==> src/rtl/product_display_driver.sv <==
// rtl/product_display_driver.sv - 4-digit multiplexed hex display of a captured 16-bit product.
// Optional feature macro: LEADING_ZERO_BLANK_EN blanks digits above the most significant nonzero nibble.
module product_display_driver #(
    parameter int REFRESH_DIV = 100000
) (
    input  logic        clk,
    input  logic        rst,
    input  logic [15:0] product,
    input  logic        done,
    output logic [3:0]  an,
    output logic [6:0]  seg,
    output logic        dp,
    output logic        valid
);

    localparam int CW = (REFRESH_DIV > 2) ? $clog2(REFRESH_DIV) : 1;
    localparam logic [CW-1:0] CNT_LAST = CW'(REFRESH_DIV - 1);

    logic          done_q, done_d;
    logic          arm_q, arm_d;
    logic [15:0]   hold_q, hold_d;
    logic          valid_q, valid_d;
    logic [CW-1:0] cnt_q, cnt_d;
    logic [1:0]    idx_q, idx_d;
    logic [3:0]    an_q, an_d;
    logic [6:0]    seg_q, seg_d;
    logic          dp_q, dp_d;

    logic          rise;
    logic          wrap;
    logic          blank;
    logic [3:0]    nib;

    function automatic logic [6:0] seg_decode(input logic [3:0] n);
        case (n)
            4'h0: seg_decode = 7'b1000000;
            4'h1: seg_decode = 7'b1111001;
            4'h2: seg_decode = 7'b0100100;
            4'h3: seg_decode = 7'b0110000;
            4'h4: seg_decode = 7'b0011001;
            4'h5: seg_decode = 7'b0010010;
            4'h6: seg_decode = 7'b0000010;
            4'h7: seg_decode = 7'b1111000;
            4'h8: seg_decode = 7'b0000000;
            4'h9: seg_decode = 7'b0010000;
            4'hA: seg_decode = 7'b0001000;
            4'hB: seg_decode = 7'b0000011;
            4'hC: seg_decode = 7'b1000110;
            4'hD: seg_decode = 7'b0100001;
            4'hE: seg_decode = 7'b0000110;
            default: seg_decode = 7'b0001110;
        endcase
    endfunction

    // arm_q stays low until done is seen low after reset, so a done already high at release is not an edge
    always_comb begin
        rise    = done & ~done_q & arm_q;
        done_d  = done;
        arm_d   = arm_q | ~done;
        hold_d  = rise ? product : hold_q;
        valid_d = valid_q | rise;
        wrap    = (cnt_q == CNT_LAST);
        cnt_d   = wrap ? '0 : cnt_q + 1'b1;
        idx_d   = wrap ? idx_q + 2'd1 : idx_q;
    end

    always_comb begin
        nib   = hold_q[{idx_q, 2'b00} +: 4];
        blank = 1'b0;
`ifdef LEADING_ZERO_BLANK_EN
        if (hold_q[15:12] != 4'h0)     blank = 1'b0;
        else if (hold_q[11:8] != 4'h0) blank = (idx_q > 2'd2);
        else if (hold_q[7:4] != 4'h0)  blank = (idx_q > 2'd1);
        else                           blank = (idx_q > 2'd0);
`endif
        an_d  = 4'b1111;
        seg_d = 7'h7F;
        dp_d  = 1'b1;
        if (valid_q && !blank) begin
            an_d  = ~(4'b0001 << idx_q);
            seg_d = seg_decode(nib);
        end
        if (valid_q && idx_q == 2'd3 && hold_q[15]) begin
            dp_d = 1'b0;
        end
    end

    always_ff @(posedge clk or posedge rst) begin
        if (rst) begin
            done_q  <= 1'b0;
            arm_q   <= 1'b0;
            hold_q  <= 16'h0000;
            valid_q <= 1'b0;
            cnt_q   <= '0;
            idx_q   <= 2'd0;
            an_q    <= 4'b1111;
            seg_q   <= 7'h7F;
            dp_q    <= 1'b1;
        end else begin
            done_q  <= done_d;
            arm_q   <= arm_d;
            hold_q  <= hold_d;
            valid_q <= valid_d;
            cnt_q   <= cnt_d;
            idx_q   <= idx_d;
            an_q    <= an_d;
            seg_q   <= seg_d;
            dp_q    <= dp_d;
        end
    end

    assign an    = an_q;
    assign seg   = seg_q;
    assign dp    = dp_q;
    assign valid = valid_q;

endmodule

==> config.mk <==
export PLATFORM = sky130hd
export DESIGN_NAME = product_display_driver
export DESIGN_NICKNAME = d
export VERILOG_FILES = /design/src/rtl/product_display_driver.sv
export SDC_FILE = /design/constraint.sdc
export NUM_CORES = 1
export LEC_CHECK = 0
export CORE_MARGIN = 1.5
export CORE_UTILIZATION = 55
export CTS_CLUSTER_DIAMETER = 200
export DETAILED_ROUTE_END_ITERATION = 16
export PLACE_DENSITY = 0.79
export SLEW_MARGIN = 0
export SYNTH_ARGS = -nofsm -noshare
export SYNTH_HDL_FRONTEND = slang
export SYNTH_SLANG_ARGS = --single-unit
==> constraint.sdc <==
create_clock -name clk -period 2.8 [get_ports clk]
set_input_delay 0.56 -clock clk [delete_from_list [all_inputs] [get_ports clk]]
set_output_delay 0.56 -clock clk [all_outputs]
set_load 0.1 [all_outputs]
; ---- Word-level counts from Yosys, hierarchy flattened
; Memory sizes are Yosys's and may differ from the RTL's.
; Index checks and enable logic that the tools add are counted.
[word_totals]
register_bits = 50
latchBits = 0
ramBits = 0
romBits = 112
input_bits = 19
output_inout_bits = 13
word_cells = 29
n_memories = 1
[mem_list]
columns = memory, depth, width, read_ports, rd_clocked_by_memory_dff, write_ports, line
row1 = (name not given), 16, 7, 1, 0, 0, 35  ; case (n)
[classes]
addsub = 2
multipliers = 0
n_div = 0
order_cmp = 0
n_eq_ne = 2
shift = 2
muxes = 4
bitwise_logic = 7
reduce_logical = 2
[ops]
columns = op, n
row1 = $add A17 B1 Y17 const B, 1
row2 = $eq A17 B17 Y1 const B, 1
row3 = $mux W17, 1
row4 = $shiftx A16 B5 Y4, 1
row5 = $mux W7, 1
row6 = $mux W4, 1
row7 = $not A4 Y4, 1
row8 = $shl A1 B2 Y4 const A, 1
row9 = $add A2 B1 Y2 const B, 1
row10 = $and A1 B1 Y1, 2
row11 = $eq A2 B2 Y1 const B, 1
row12 = $logic_and A1 B1 Y1, 2
row13 = $not A1 Y1, 2
row14 = $or A1 B1 Y1, 2
row15 = $mux W1, 1

; ---- Depth between registers and ports, before layout
; Gate-level depths: netlist (run 1).
[depth]
word_depth = 4
depth_mapped = 7
ltp_nobuf = 6

; ---- Worst setup path before layout (run 1)
; OpenSTA, ideal clock, no wires.
[synth_timing]
path_kind = register -> register
start = register idx_q[0]
end = register seg_q[3], in the netlist seg[3]
setup_time_ns = 0.087
t_arrival_ns = 1.825
t_required_ns = 2.713
path_slack_ns = 0.888
path_stages_with_launch = 7
n_path_buf = 1
period_less_slack_ns = 1.912
path_cell_list = dfrtp_1 > buf_6 > mux4_1 > inv_1 > ha_1 > o211a_1 > o21ai_1
[synth_between]
elab_chain_cells = 3
[synth_rtl]
columns = item, line
row1 = start: declaration, 24  ; logic [1:0] idx_q, idx_d;
row2 = start signal: assignment, 105  ; idx_q <= idx_d;
row3 = $shiftx A16 B5 Y4, 68  ; nib = hold_q[{idx_q, 2'b00} +: 4];
row4 = $mem_v2 Z16 W7, -
row5 = $mux W7, 79  ; if (valid_q && !blank) begin
row6 = via seg_d[3], 26  ; logic [6:0] seg_q, seg_d;
row7 = end signal: assignment, 107  ; seg_q <= seg_d;
row8 = end: declaration, 26
; The timed path passes the listed nets, and every way through them passes these cells.
; A chain may end at the register's enable or synchronous reset.

; ---- Worst setup path in the final report (run 1)
[layout_timing]
start = register idx_q[0]
end = register seg_q[0], in the netlist seg[0]
; The elaborated chain is that of the path after synthesis.

==> impl_summary.txt, run 1 <==
----------------------------------------------------
[Run status]
  Result of the run ... completed

[Clock tree]
  CTS tree ... built
  CTS Buffer Depth ... 2
  Clock Latency Late Sink ... 0.30 ns
  Clock Pin Slew Worst Setup and Hold Paths ... 0.09 ns
  Count of buffers added by post-CTS timing repair for setup ... 0
  Clock sink total ... 50
  Number of cells upsized or downsized after cts ... 0
  Level count of the clock H-tree ... 2
  Number of buffers created by CTS ... 5
  CTS Hold Bufs ... 0
  Clock root buffer ... clkbuf_8

[Floorplanning]
  Top-Level Pins ... 32
  Die area ... 4633 sq um
  Height of the die ... 68.07 microns
  Horizontal die dimension ... 68.07 microns
  Floorplan core area ... 4029 sq um
  Initial core utilization ... 57.80%
  Cell Rows ... 23

[Yosys]
  Number of register bits inferred by synthesis ... 50
  Average instance area after synthesis ... 12.65 sq um
  Number of distinct library cells after synthesis ... 38
  Yosys warns ... 0
  Register area share after synthesis ... 54.38%
  Commonest cells in the synthesized netlist ... dfrtp_1 (38), mux2_2 (17), dfstp_2 (12), nand2_1 (12), nor2_1 (12)
  Cell Area, Synth ... 2328 sq um
  Synth area leader ... dfrtp_1
  Total nets after synthesis ... 214
  Top FF cell, synth ... dfrtp_1
  Area share of the largest cell type after synthesis ... 40.84%
  Number of enable flip-flop cells after synthesis ... 0
  Cell with the most instances after synthesis ... dfrtp_1
  FFs w/ async S/R, synth ... 100.0%
  Leading post-synthesis cells by cell area ... dfrtp_1 (41%), dfstp_2 (14%), mux2_2 (8.2%)
  Post-synthesis cell count ... 184

[Detailed routing]
  Vias per inst ... 5.494
  TritonRoute pass-1 iters ... 4
  Routed vias ... 1,489
  Iteration-0 DRC Markers ... 98
  Routed wirelength normalized by instance count ... 14.73 microns
  Antenna Violating Nets Remaining ... 0
  Post-route DRC ... 0
  Detailed Route WL ... 3.991 mm

[Timing]
  Slew Limit Fails ... 0
  Final setup TNS ... 0 ns
  F_max ... 466.8 MHz
  Worst clock skew ... 0.007624 ns
  Least-Margin Pin Slew ... 0.5996 ns
  Headroom to the max-slew limit ... 59.72%
  Ratio of final minimum period to clock period ... 76.50%
  Minimum period implied by the final worst setup slack ... 2.142 ns
  RSZ-0062 raised after global routing ... no
  Final-report hold violation count ... 0
  Setup Viol. Count Final ... 0

[Worst setup path]
  Beginning of the critical path ... idx_q[0]$_DFFE_PP0N_
  Data required, critical path ... 3.03 ns
  Worst EP arrival ... 2.37 ns
  CP startpoint kind ... register
  Critical Path Fanout Max ... 7
  Buffers plus inverters on the worst setup path ... 1
  Largest stage delay on the critical path ... 0.73 ns
  Library cell contributing the largest single delay on the critical path ... mux4_1
  Startpoint of the lowest-slack register-to-register path ... idx_q[0]$_DFFE_PP0N_
  Setup CP Type ... register to register
  Kind of cell with the highest combined delay on the critical path ... multiplexers
  Kind of capture point of the worst setup path ... register
  Cell-by-cell trace of the critical path ... mux4_1 -> inv_1 -> ha_1 -> nor2b_1 -> a21oi_1 -> o211ai_1

[Power and ir drop]
  Leakage power figure ... 1.190 nW
  Power density cells ... 617.6 nW/um^2
  Overall power after layout ... 1.696 mW
  Maximum ir drop on the vdd rail ... 0.3250 mV

[GRT]
  Maximum number of pins on one net before global-route repair ... 22
  Global-route usage over all layers ... 19.70%
  First-pass GRT wire length ... 6.720 mm
  Initial antenna violation count ... 0
  Vias in the first global route ... 1,500
  Congestion Overflow GR ... 0

[Layout]
  Sequential cell area ... 1266 sq um
  Fraction of final layout cells with drive strength greater than 1 ... 26.70%
  Antenna Diode Count ... 0
  Fillers ... 291
  Cell area after layout ... 2746 sq um
  Final #Nets ... 250
  Area growth syn-to-layout ... 17.95%
  Area occupied by multi-input gates ... 999.7 sq um

[Placement]
  Area after detailed placement ... 2655 sq um
  Post-detail-place hpwl ... 2.970 mm
  Routability Congestion ... 0.8420
  Number of buffers added on ports ... 31

[Hold path]
  Path type of the worst min-delay path ... register to register
  Worst hold path startpoint ... hold_q[15]$_DFFE_PP0P_

[Flow run]
  Max capacitance violation total ... 0

----------------------------------------------------
[final cells by class]
type | instances | area share [%]
Clock inverter | 1 | 0.1822
Tap cell | 50 | 2.278
Clock buffer | 7 | 3.144
Timing Repair Buffer | 34 | 10.93
Inverter | 7 | 0.9567
Multi-Input combinational cell | 122 | 36.40
Sequential cell | 50 | 46.10
[worst reg2reg max path, stage by stage, from the launching register on]
cell and delay, ns:
dfrtp_1 0.54, mux4_1 0.73, inv_1 0.16, ha_1 0.23, nor2b_1 0.18, a21oi_1 0.06, o211ai_1 0.17
[power breakdown]
group | switching, mW | leakage, nW | internal (mW)
sequential | 0.0256 | 0.594 | 0.801
combinational | 0.306 | 0.548 | 0.141
clock | 0.223 | 0.0482 | 0.200
[sequential cells by signal, indices dropped and copies added, names as in the netlist]
signal  count
done_q      1
seg         7
dp          1
cnt_q      17
an          4
arm_q       1
hold_q     16
valid       1
idx_q       2
[layer usage]
layer  part of all wire (%)  global-route usage [%]
met5                      0                       0
met4                    2.2                   8.000
met3                    4.0                   3.454
met2                     50                   34.47
met1                     44                   24.04
[layout by cell type, fill, tap and decap left out, drive strengths merged, types with 2 or more instances in the layout]
| cell type | Yosys | routed |
|---|---|---|
| dfrtp | 38 | 38 |
| clkdlybuf4s50 | 0 | 18 |
| mux2 | 17 | 17 |
| buf | 4 | 16 |
| nor2 | 13 | 13 |
| nand2 | 12 | 12 |
| dfstp | 12 | 12 |
| ha | 11 | 11 |
| nand3 | 10 | 10 |
| xnor2 | 10 | 10 |
| inv | 7 | 7 |
| clkbuf | 1 | 7 |
| a21oi | 5 | 5 |
| nor3 | 4 | 4 |
| nand4 | 4 | 4 |
| xor2 | 4 | 4 |
| o211ai | 4 | 4 |
| mux4 | 4 | 4 |
| and4 | 3 | 3 |
| nor2b | 3 | 3 |
| nand3b | 2 | 2 |
| mux2i | 2 | 2 |
| nand2b | 2 | 2 |
| o21ai | 2 | 2 |
[final timing paths]
check,to,cells after the start,slack (ns)
setup / recovery,seg[0]$_DFF_PP1_,6,0.66
hold / removal,dp$_DFF_PP1_,1,0.47
setup reg to reg,seg[0]$_DFF_PP1_,6,0.66
hold reg to reg,dp$_DFF_PP1_,1,0.47
max in group asynchronous,hold_q[11]$_DFFE_PP0P_,3,1.65
min in group asynchronous,valid$_DFF_PP0_,2,0.56
[cell families after synthesis]
group / Yosys count / synth area share (%)
AOI/OAI and AO/OA: 17 / 5.696
xor gates and xnor gates: 14 / 5.266
adders and majority gates: 11 / 5.911
buffers and inverters: 12 / 2.687
DFF: 50 / 54.38
muxes: 23 / 13.27
and+or+nand+nor: 57 / 12.79
[metrics by stage]
stage / std cells / setup WS (ns) / util, % / hold slack (ns)
after global routing: 271 / 0.5282 / 68.17 / 0.4970
after detailed placement: 263 / 0.6729 / 65.90 / 0.4528
after CTS: 271 / 0.6554 / 68.17 / 0.4671
final: 271 / 0.6579 / 68.17 / 0.4679
after floorplan: 184 / 0.8879 / - / 0.4131
after global placement: 263 / 0.7822 / 65.90 / 0.4510
(Power assumes the default switching activity.)
==> run 2, diff against run 1 <==
--- a/config.mk
+++ b/config.mk
@@ -6,10 +6,10 @@
 export NUM_CORES = 1
 export LEC_CHECK = 0
 export CORE_MARGIN = 1.5
-export CORE_UTILIZATION = 55
+export CORE_UTILIZATION = 54
 export CTS_CLUSTER_DIAMETER = 200
 export DETAILED_ROUTE_END_ITERATION = 16
-export PLACE_DENSITY = 0.79
+export PLACE_DENSITY = 0.78
 export SLEW_MARGIN = 0
 export SYNTH_ARGS = -nofsm -noshare
 export SYNTH_HDL_FRONTEND = slang
==> constraint.sdc (replaced) <==
create_clock -name clk -period 2.1 [get_ports clk]
set_input_delay 0.42 -clock clk [delete_from_list [all_inputs] [get_ports clk]]
set_output_delay 0.42 -clock clk [all_outputs]
set_load 0.1 [all_outputs]
==> run 2 against run 1 <==
Setup slack lost 0.49 ns; critical path depth did not move; first-iteration DRC count fell by 20%; non-clock buffer count rose by 3; register-to-register slack got worse by 0.49 ns; utilization rose by 1.2 points; combinational power rose by 34%; clock-buffer cell count fell by 1; fmax increased by 11%; wire length grew 1.1%; sequential share of layout area is 1.4 points lower; sequential power up 33%; critical endpoint unchanged; largest cell class unchanged; largest power group unchanged.
==> impl_summary.txt, run 2 (synthesis results as in run 1) <==
----------------------------------------------------
[GRT]
  Maximum number of pins on one net before global-route repair ... 30 (was 22)
  Congestion Overflow GR ... 0 (unchanged)
  Initial antenna violation count ... 0 (unchanged)
  Vias in the first global route ... 1,499 (was 1,500)
  Global-route usage over all layers ... 19.75% (was 19.70%)
  Busiest metal layer after global routing ... met2 (unchanged)
  Met2 Track Usage GR ... 34.25% (was 34.47%)
  GR Util met3 ... 3.896% (was 3.454%)
  Met1 usage ... 25.03% (was 24.04%)
  First-pass GRT wire length ... 6.817 mm (was 6.720 mm)

[Detailed routing]
  Iteration-0 DRC Markers ... 78 (was 98)
  TritonRoute pass-1 iters ... 4 (unchanged)
  Routed vias ... 1,495 (was 1,489)
  Post-route DRC ... 0 (unchanged)
  Vias per inst ... 5.456 (was 5.494)
  Detailed Route WL ... 4.033 mm (was 3.991 mm)
  Antenna Violating Nets Remaining ... 0 (unchanged)
  Routed wirelength normalized by instance count ... 14.72 microns (was 14.73 microns)

[Power and ir drop]
  Power density cells ... 790.9 nW/um^2 (was 617.6 nW/um^2)
  Maximum ir drop on the vdd rail ... 0.6358 mV (was 0.3250 mV)
  Leakage power figure ... 1.234 nW (was 1.190 nW)
  Overall power after layout ... 2.242 mW (was 1.696 mW)

[Worst setup path]
  Largest stage delay on the critical path ... 0.60 ns (was 0.73 ns)
  Data required, critical path ... 2.31 ns (was 3.03 ns)
  Startpoint of the lowest-slack register-to-register path ... idx_q[0]$_DFFE_PP0N_ (unchanged)
  Kind of capture point of the worst setup path ... register (unchanged)
  R2R Setup Slk ... 0.17 ns (was 0.66 ns)
  Reg-to-reg critical path endpoint ... seg[0]$_DFF_PP1_ (unchanged)
  Cell-by-cell trace of the critical path ... mux4_1 -> inv_1 -> ha_1 -> nor2b_1 -> a21oi_1 -> o211ai_1 (unchanged)
  CP startpoint kind ... register (unchanged)
  Setup CP Type ... register to register (unchanged)
  Library cell contributing the largest single delay on the critical path ... mux4_1 (unchanged)
  Worst reg-to-reg path cell count ... 6 (unchanged)
  Critical Path Fanout Max ... 6 (was 7)
  Worst EP arrival ... 2.15 ns (was 2.37 ns)

[Timing]
  Setup Viol. Count Final ... 0 (unchanged)
  Slew Limit Fails ... 0 (unchanged)
  Worst clock skew ... 0.007608 ns (was 0.007624 ns)
  F_max ... 517.2 MHz (was 466.8 MHz)
  Post-route setup slack ... 0.1667 ns (was 0.6579 ns)
  Final setup TNS ... 0 ns (unchanged)
  Worst slack on hold paths ... 0.4675 ns (was 0.4679 ns)
  Ratio of final minimum period to clock period ... 92.06% (was 76.50%)
  Minimum period implied by the final worst setup slack ... 1.933 ns (was 2.142 ns)
  Least-Margin Pin Slew ... 0.5736 ns (was 0.5996 ns)
  Headroom to the max-slew limit ... 61.46% (was 59.72%)
  RSZ-0062 raised after global routing ... no (unchanged)
  Final-report hold violation count ... 0 (unchanged)

[Layout]
  Commonest non-fill, non-tap cells in the layout ... dfrtp_1 (38), clkdlybuf4s50_1 (18), mux2_2 (17), buf_4 (13) (was dfrtp_1 (38), clkdlybuf4s50_1 (18), mux2_2 (17), buf_4 (16))
  Area growth syn-to-layout ... 21.76% (was 17.95%)
  Final core utilization ... 69.38% (was 68.17%)
  Fraction of final layout cells with drive strength greater than 1 ... 28.13% (was 26.70%)
  Antenna Diode Count ... 0 (unchanged)
  Top reg by flops ... cnt_q (unchanged)
  Final #Nets ... 253 (was 250)
  Number of flip-flops under the largest register name ... 17 (unchanged)
  Most frequent standard cell in the layout excluding fill and tap cells ... dfrtp_1 (unchanged)
  Non-Filler Instances ... 274 (was 271)
  Cell area after layout ... 2835 sq um (was 2746 sq um)

[Floorplanning]
  Height of the die ... 68.67 microns (was 68.07 microns)
  Die area ... 4715 sq um (was 4633 sq um)
  Top-Level Pins ... 32 (unchanged)
  Floorplan core area ... 4086 sq um (was 4029 sq um)
  Horizontal die dimension ... 68.67 microns (was 68.07 microns)
  Cell Rows ... 23 (unchanged)
  Initial core utilization ... 56.98% (was 57.80%)

[Flow run]
  Max capacitance violation total ... 0 (unchanged)

[Placement]
  Area after detailed placement ... 2753 sq um (was 2655 sq um)
  DP Cell Count ... 266 (was 263)
  Worst setup timing slack at the placement stage ... 0.08890 ns (was 0.6729 ns)
  Post-detail-place hpwl ... 3.098 mm (was 2.970 mm)
  Number of buffers added on ports ... 31 (unchanged)
  Routability Congestion ... 0.8058 (was 0.8420)

[Clock tree]
  CTS Hold Bufs ... 0 (unchanged)
  Clock Latency Late Sink ... 0.29 ns (was 0.30 ns)
  Number of buffers created by CTS ... 5 (unchanged)
  Clock sink total ... 50 (unchanged)
  Clock Pin Slew Worst Setup and Hold Paths ... 0.09 ns (about the same)
  Clock root buffer ... clkbuf_8 (unchanged)
  CTS tree ... built (unchanged)
  CTS Buffer Depth ... 2 (unchanged)
  Count of buffers added by post-CTS timing repair for setup ... 0 (unchanged)
  Number of cells upsized or downsized after cts ... 0 (unchanged)
  Level count of the clock H-tree ... 2 (unchanged)

[Run status]
  Result of the run ... completed (unchanged)

[Hold path]
  Path type of the worst min-delay path ... input pin to asynchronous set/reset pin (was register to register)

----------------------------------------------------
==> run 2: cell count changes in the layout (fill, tap and decap cells not counted), sizes merged <==
cell    change
buf         +3
clkbuf      -1
clkinv      +1
==> run 2: where the power goes <==
part	total (mW)	switching (mW)	internal [mW]
combinational	0.597	0.405	0.192
clock	0.544	0.309	0.236
sequential	1.10	0.0331	1.07
total	2.24	0.747	1.50
==> run 2: worst max-delay path by stage <==
stage | startpoint | to | slack (ns) | cells past startpoint
after floorplan | idx_q[0]$_DFFE_PP0N_ | seg[3]$_DFF_PP1_ | 0.19 | 6
after detailed placement | idx_q[0]$_DFFE_PP0N_ | seg[3]$_DFF_PP1_ | 0.09 | 5
after global routing | idx_q[0]$_DFFE_PP0N_ | seg[0]$_DFF_PP1_ | 0.006 | 6
after global placement | idx_q[0]$_DFFE_PP0N_ | seg[3]$_DFF_PP1_ | 0.19 | 5
final | idx_q[0]$_DFFE_PP0N_ | seg[0]$_DFF_PP1_ | 0.17 | 6
after CTS | idx_q[0]$_DFFE_PP0N_ | seg[3]$_DFF_PP1_ | 0.05 | 5
==> run 2: cell type report <==
cell class	instances	area (sq um)
flip-flops and latches	50	1266
fillers	286	1251
multi-input cells	122	996.0
repair buffers	37	397.9
clock buffers	6	72.57
well taps	50	62.56
inverters	7	26.28
clock inverters	2	13.76
==> run 2: worst max-delay path, delay by kind of cell (launching register included) <==
| kind | cells | cell delay [ns] |
|---|---|---|
| simple gates | 1 | 0.19 |
| buf+inv | 1 | 0.13 |
| compound gates | 2 | 0.23 |
| flops | 1 | 0.48 |
| fa+ha+maj | 1 | 0.23 |
| mux | 1 | 0.60 |
==> run 2: per-layer routing <==
metal | up-vias | part of all wire (%) | wire, microns
met2 | 27 | 51 | 2056
met4 | 0 | 0.57 | 23
li1 | 725 | - | -
met5 | - | 0 | 0
met1 | 741 | 45 | 1830
met3 | 2 | 3.0 | 122
==> run 3, diff against run 2 <==
--- a/config.mk
+++ b/config.mk
@@ -5,8 +5,9 @@
 export SDC_FILE = /design/constraint.sdc
 export NUM_CORES = 1
 export LEC_CHECK = 0
+export ABC_AREA = 1
 export CORE_MARGIN = 1.5
-export CORE_UTILIZATION = 54
+export CORE_UTILIZATION = 55
 export CTS_CLUSTER_DIAMETER = 200
 export DETAILED_ROUTE_END_ITERATION = 16
 export PLACE_DENSITY = 0.78
==> run 3 against run 2 <==
Utilization is 1.4 points lower; global-route usage increased by 0.37 points; sequential share of layout area down 2.2 points; via count is 23% higher; cell count grew 29%; fmax rose by 5.4%; power increased by 0.62%; first-iteration DRC count increased by 31%; combinational power shrank 3.7%; critical path depth grew 3.
==> impl_summary.txt, run 3 <==
----------------------------------------------------
[Worst setup path]
  Setup CP Type ... register to register (unchanged)
  Data required, critical path ... 2.34 ns (was 2.31 ns)
  Kind of capture point of the worst setup path ... register (unchanged)
  Critical Path Fanout Max ... 11 (was 6)
  CP startpoint kind ... register (unchanged)
  Worst EP arrival ... 2.07 ns (was 2.15 ns)

[Layout]
  Area growth syn-to-layout ... 18.03% (was 21.76%)
  Top reg by flops ... cnt_q (unchanged)
  Fraction of final layout cells with drive strength greater than 1 ... 24.17% (was 28.13%)
  Most frequent standard cell in the layout excluding fill and tap cells ... nand2_1 (was dfrtp_1)
  Antenna Diode Count ... 0 (unchanged)
  Commonest non-fill, non-tap cells in the layout ... nand2_1 (56), dfrtp_1 (38), nand3_1 (30), inv_1 (26), nor2_1 (24) (was dfrtp_1 (38), clkdlybuf4s50_1 (18), mux2_2 (17), buf_4 (13))
  Cell area after layout ... 2982 sq um (was 2835 sq um)
  Number of flip-flops under the largest register name ... 17 (unchanged)
  Final #Nets ... 331 (was 253)

[Timing]
  Least-Margin Pin Slew ... 0.4388 ns (was 0.5736 ns)
  Headroom to the max-slew limit ... 70.74% (was 61.46%)
  Final-report hold violation count ... 0 (unchanged)
  Worst clock skew ... 0.009902 ns (was 0.007608 ns)
  Ratio of final minimum period to clock period ... 87.35% (was 92.06%)
  Final setup TNS ... 0 ns (unchanged)
  Minimum period implied by the final worst setup slack ... 1.834 ns (was 1.933 ns)
  F_max ... 545.2 MHz (was 517.2 MHz)
  Slew Limit Fails ... 0 (unchanged)
  RSZ-0062 raised after global routing ... no (unchanged)
  Setup Viol. Count Final ... 0 (unchanged)

[GRT]
  First-pass GRT wire length ... 7.859 mm (was 6.817 mm)
  Global-route usage over all layers ... 20.13% (was 19.75%)
  Congestion Overflow GR ... 0 (unchanged)
  Initial antenna violation count ... 0 (unchanged)
  Vias in the first global route ... 1,766 (was 1,499)
  Maximum number of pins on one net before global-route repair ... 51 (was 30)

[Floorplanning]
  Horizontal die dimension ... 70.77 microns (was 68.67 microns)
  Initial core utilization ... 57.62% (was 56.98%)
  Top-Level Pins ... 32 (unchanged)
  Cell Rows ... 24 (was 23)
  Height of the die ... 70.77 microns (was 68.67 microns)
  Die area ... 5008 sq um (was 4715 sq um)
  Floorplan core area ... 4384 sq um (was 4086 sq um)

[Detailed routing]
  Routed length on met2 ... 2.189 mm (was 2.056 mm)
  Vias per inst ... 5.203 (was 5.456)
  Antenna Violating Nets Remaining ... 0 (unchanged)
  Post-route DRC ... 0 (unchanged)
  DR top layer ... met4 (unchanged)
  Iteration-0 DRC Markers ... 102 (was 78)
  TritonRoute pass-1 iters ... 4 (unchanged)
  Met3 routed WL ... 181 microns (was 122 microns)
  Detailed Route WL ... 4.479 mm (was 4.033 mm)
  Routed wirelength normalized by instance count ... 12.65 microns (was 14.72 microns)
  Met1 Routed Length ... 2.039 mm (was 1.830 mm)
  Routed vias ... 1,842 (was 1,495)

[Yosys]
  Area share of the largest cell type after synthesis ... 37.64% (was 40.84%)
  Leading post-synthesis cells by cell area ... dfrtp_1 (38%), dfstp_2 (12%), nand2_1 (8.3%) (was dfrtp_1 (41%), dfstp_2 (14%), mux2_2 (8.2%))
  Commonest cells in the synthesized netlist ... nand2_1 (56), dfrtp_1 (38), nand3_1 (30), inv_1 (27), nor2_1 (24) (was dfrtp_1 (38), mux2_2 (17), dfstp_2 (12), nand2_1 (12), nor2_1 (12))
  Top FF cell, synth ... dfrtp_1 (unchanged)
  Cell with the most instances after synthesis ... nand2_1 (was dfrtp_1)
  Total nets after synthesis ... 294 (was 214)
  FFs w/ async S/R, synth ... 100.0% (unchanged)
  Number of register bits inferred by synthesis ... 50 (unchanged)
  Yosys warns ... 0 (unchanged)
  Post-synthesis cell count ... 264 (was 184)
  Average instance area after synthesis ... 9.569 sq um (was 12.65 sq um)
  Register area share after synthesis ... 50.12% (was 54.38%)
  Cell Area, Synth ... 2526 sq um (was 2328 sq um)
  Number of distinct library cells after synthesis ... 31 (was 38)
  Synth area leader ... dfrtp_1 (unchanged)
  Number of enable flip-flop cells after synthesis ... 0 (unchanged)

[Power and ir drop]
  Combinational Power Share ... 25.5% (was 26.6%)
  Leakage power figure ... 1.432 nW (was 1.234 nW)
  Register share of total power ... 48.6% (was 49.1%)
  Overall power after layout ... 2.256 mW (was 2.242 mW)
  Maximum ir drop on the vdd rail ... 0.4047 mV (was 0.6358 mV)
  Switching Power ... 754.9 uW (was 746.9 uW)
  Power density cells ... 756.8 nW/um^2 (was 790.9 nW/um^2)
  Net switching share of the total power ... 33.45% (was 33.31%)
  Power share of the clock group ... 25.9% (was 24.3%)
  Internal portion of total power ... 1.501 mW (was 1.496 mW)

[Clock tree]
  Clock sink total ... 50 (unchanged)
  Number of buffers created by CTS ... 5 (unchanged)
  CTS Buffer Depth ... 2 (unchanged)
  CTS Hold Bufs ... 0 (unchanged)
  Clock root buffer ... clkbuf_8 (unchanged)
  Level count of the clock H-tree ... 2 (unchanged)
  Clock Latency Late Sink ... 0.31 ns (was 0.29 ns)
  Count of buffers added by post-CTS timing repair for setup ... 0 (unchanged)
  CTS tree ... built (unchanged)
  Clock Pin Slew Worst Setup and Hold Paths ... 0.09 ns (about the same)
  Number of cells upsized or downsized after cts ... 0 (unchanged)

[Flow run]
  Max capacitance violation total ... 0 (unchanged)

[Placement]
  Routability Congestion ... 0.8744 (was 0.8058)
  Area after detailed placement ... 2887 sq um (was 2753 sq um)
  Post-detail-place hpwl ... 3.180 mm (was 3.098 mm)
  Number of buffers added on ports ... 31 (unchanged)

[Hold path]
  Path type of the worst min-delay path ... input pin to asynchronous set/reset pin (unchanged)

[Run status]
  Result of the run ... completed (unchanged)

----------------------------------------------------
-- run 3: cell count changes in the layout (fill, tap and decap cells not counted), sizes merged, moves of 4 or more --
cell	previous run	this run
a21oi	5	1
buf	19	15
inv	7	31
mux4	4	0
nand2	12	63
nand3	10	34
nor2	13	28
o21ai	2	7
xnor2	10	0
xor2	4	8
-- run 3: per-stage QoR --
stage	util [%]	setup WS [ns]	instances	hold WS [ns]
after floorplan	-	0.4987	264	0.4183
after global placement	65.84	0.3157	346	0.4460
after detailed placement	65.84	0.2535	346	0.4526
after CTS	68.01	0.2319	354	0.4643
after global routing	68.01	0.02794	354	0.4758
final	68.01	0.2657	354	0.4634
-- run 3: routing by layer --
metal  up-vias  GRT usage [%]
met5         -              0
met4         0          9.015
met3         5          5.128
met2        32          31.26
met1       886          26.84
li1        919              -
-- run 3: worst paths after layout --
kind	slack, ns	end	startpoint	depth (start not counted)
max	0.27	seg[2]$_DFF_PP1_	idx_q[0]$_DFFE_PP0N_	9
min	0.46	cnt_q[5]$_DFF_PP0_	rst	3
max reg2reg	0.27	seg[2]$_DFF_PP1_	idx_q[0]$_DFFE_PP0N_	9
min reg2reg	0.47	dp$_DFF_PP1_	hold_q[15]$_DFFE_PP0P_	1
max in group asynchronous	1.36	seg[1]$_DFF_PP1_	rst	3
min in group clk	0.47	dp$_DFF_PP1_	hold_q[15]$_DFFE_PP0P_	1
-- run 3: power groups by stage --
stage | clock, mW | sequential, mW | combinational (mW)
after global routing | 0.641 | 1.11 | 0.617
after detailed placement | 0 | 1.12 | 0.578
final | 0.584 | 1.10 | 0.575
after CTS | 0.606 | 1.10 | 0.579
after floorplan | 0 | 1.37 | 0.198
after global placement | 0 | 1.11 | 0.570
-- run 3: cell type report --
cell class	count	area, sq um
fill	377	1403
sequential	50	1266
multi-input combinational	179	1107
timing repair buffer	33	317.8
inverter	32	130.1
clock buffer	6	82.58
tap	52	65.06
clock inverter	2	12.51
-- run 3: kinds of logic (layout without fill, tap and decap cells) --
group	count (synthesis)	count (layout)	synth area share, %
simple gates	133	133	26.00
flops	50	50	50.12
buf+inv	35	73	6.043
mux	16	16	7.132
fa+ha+maj	11	11	5.448
compound gates	11	11	2.476
xor+xnor	8	8	2.774
-- run 3: worst max-delay path: stages, from the launching register on --
cell and delay (ns):
dfrtp_1 0.62, inv_6 0.10, nand2_1 0.08, nand3_1 0.06, nand2_1 0.19, inv_1 0.11
ha_1 0.23, inv_1 0.08, nand3_1 0.11, o211ai_1 0.18
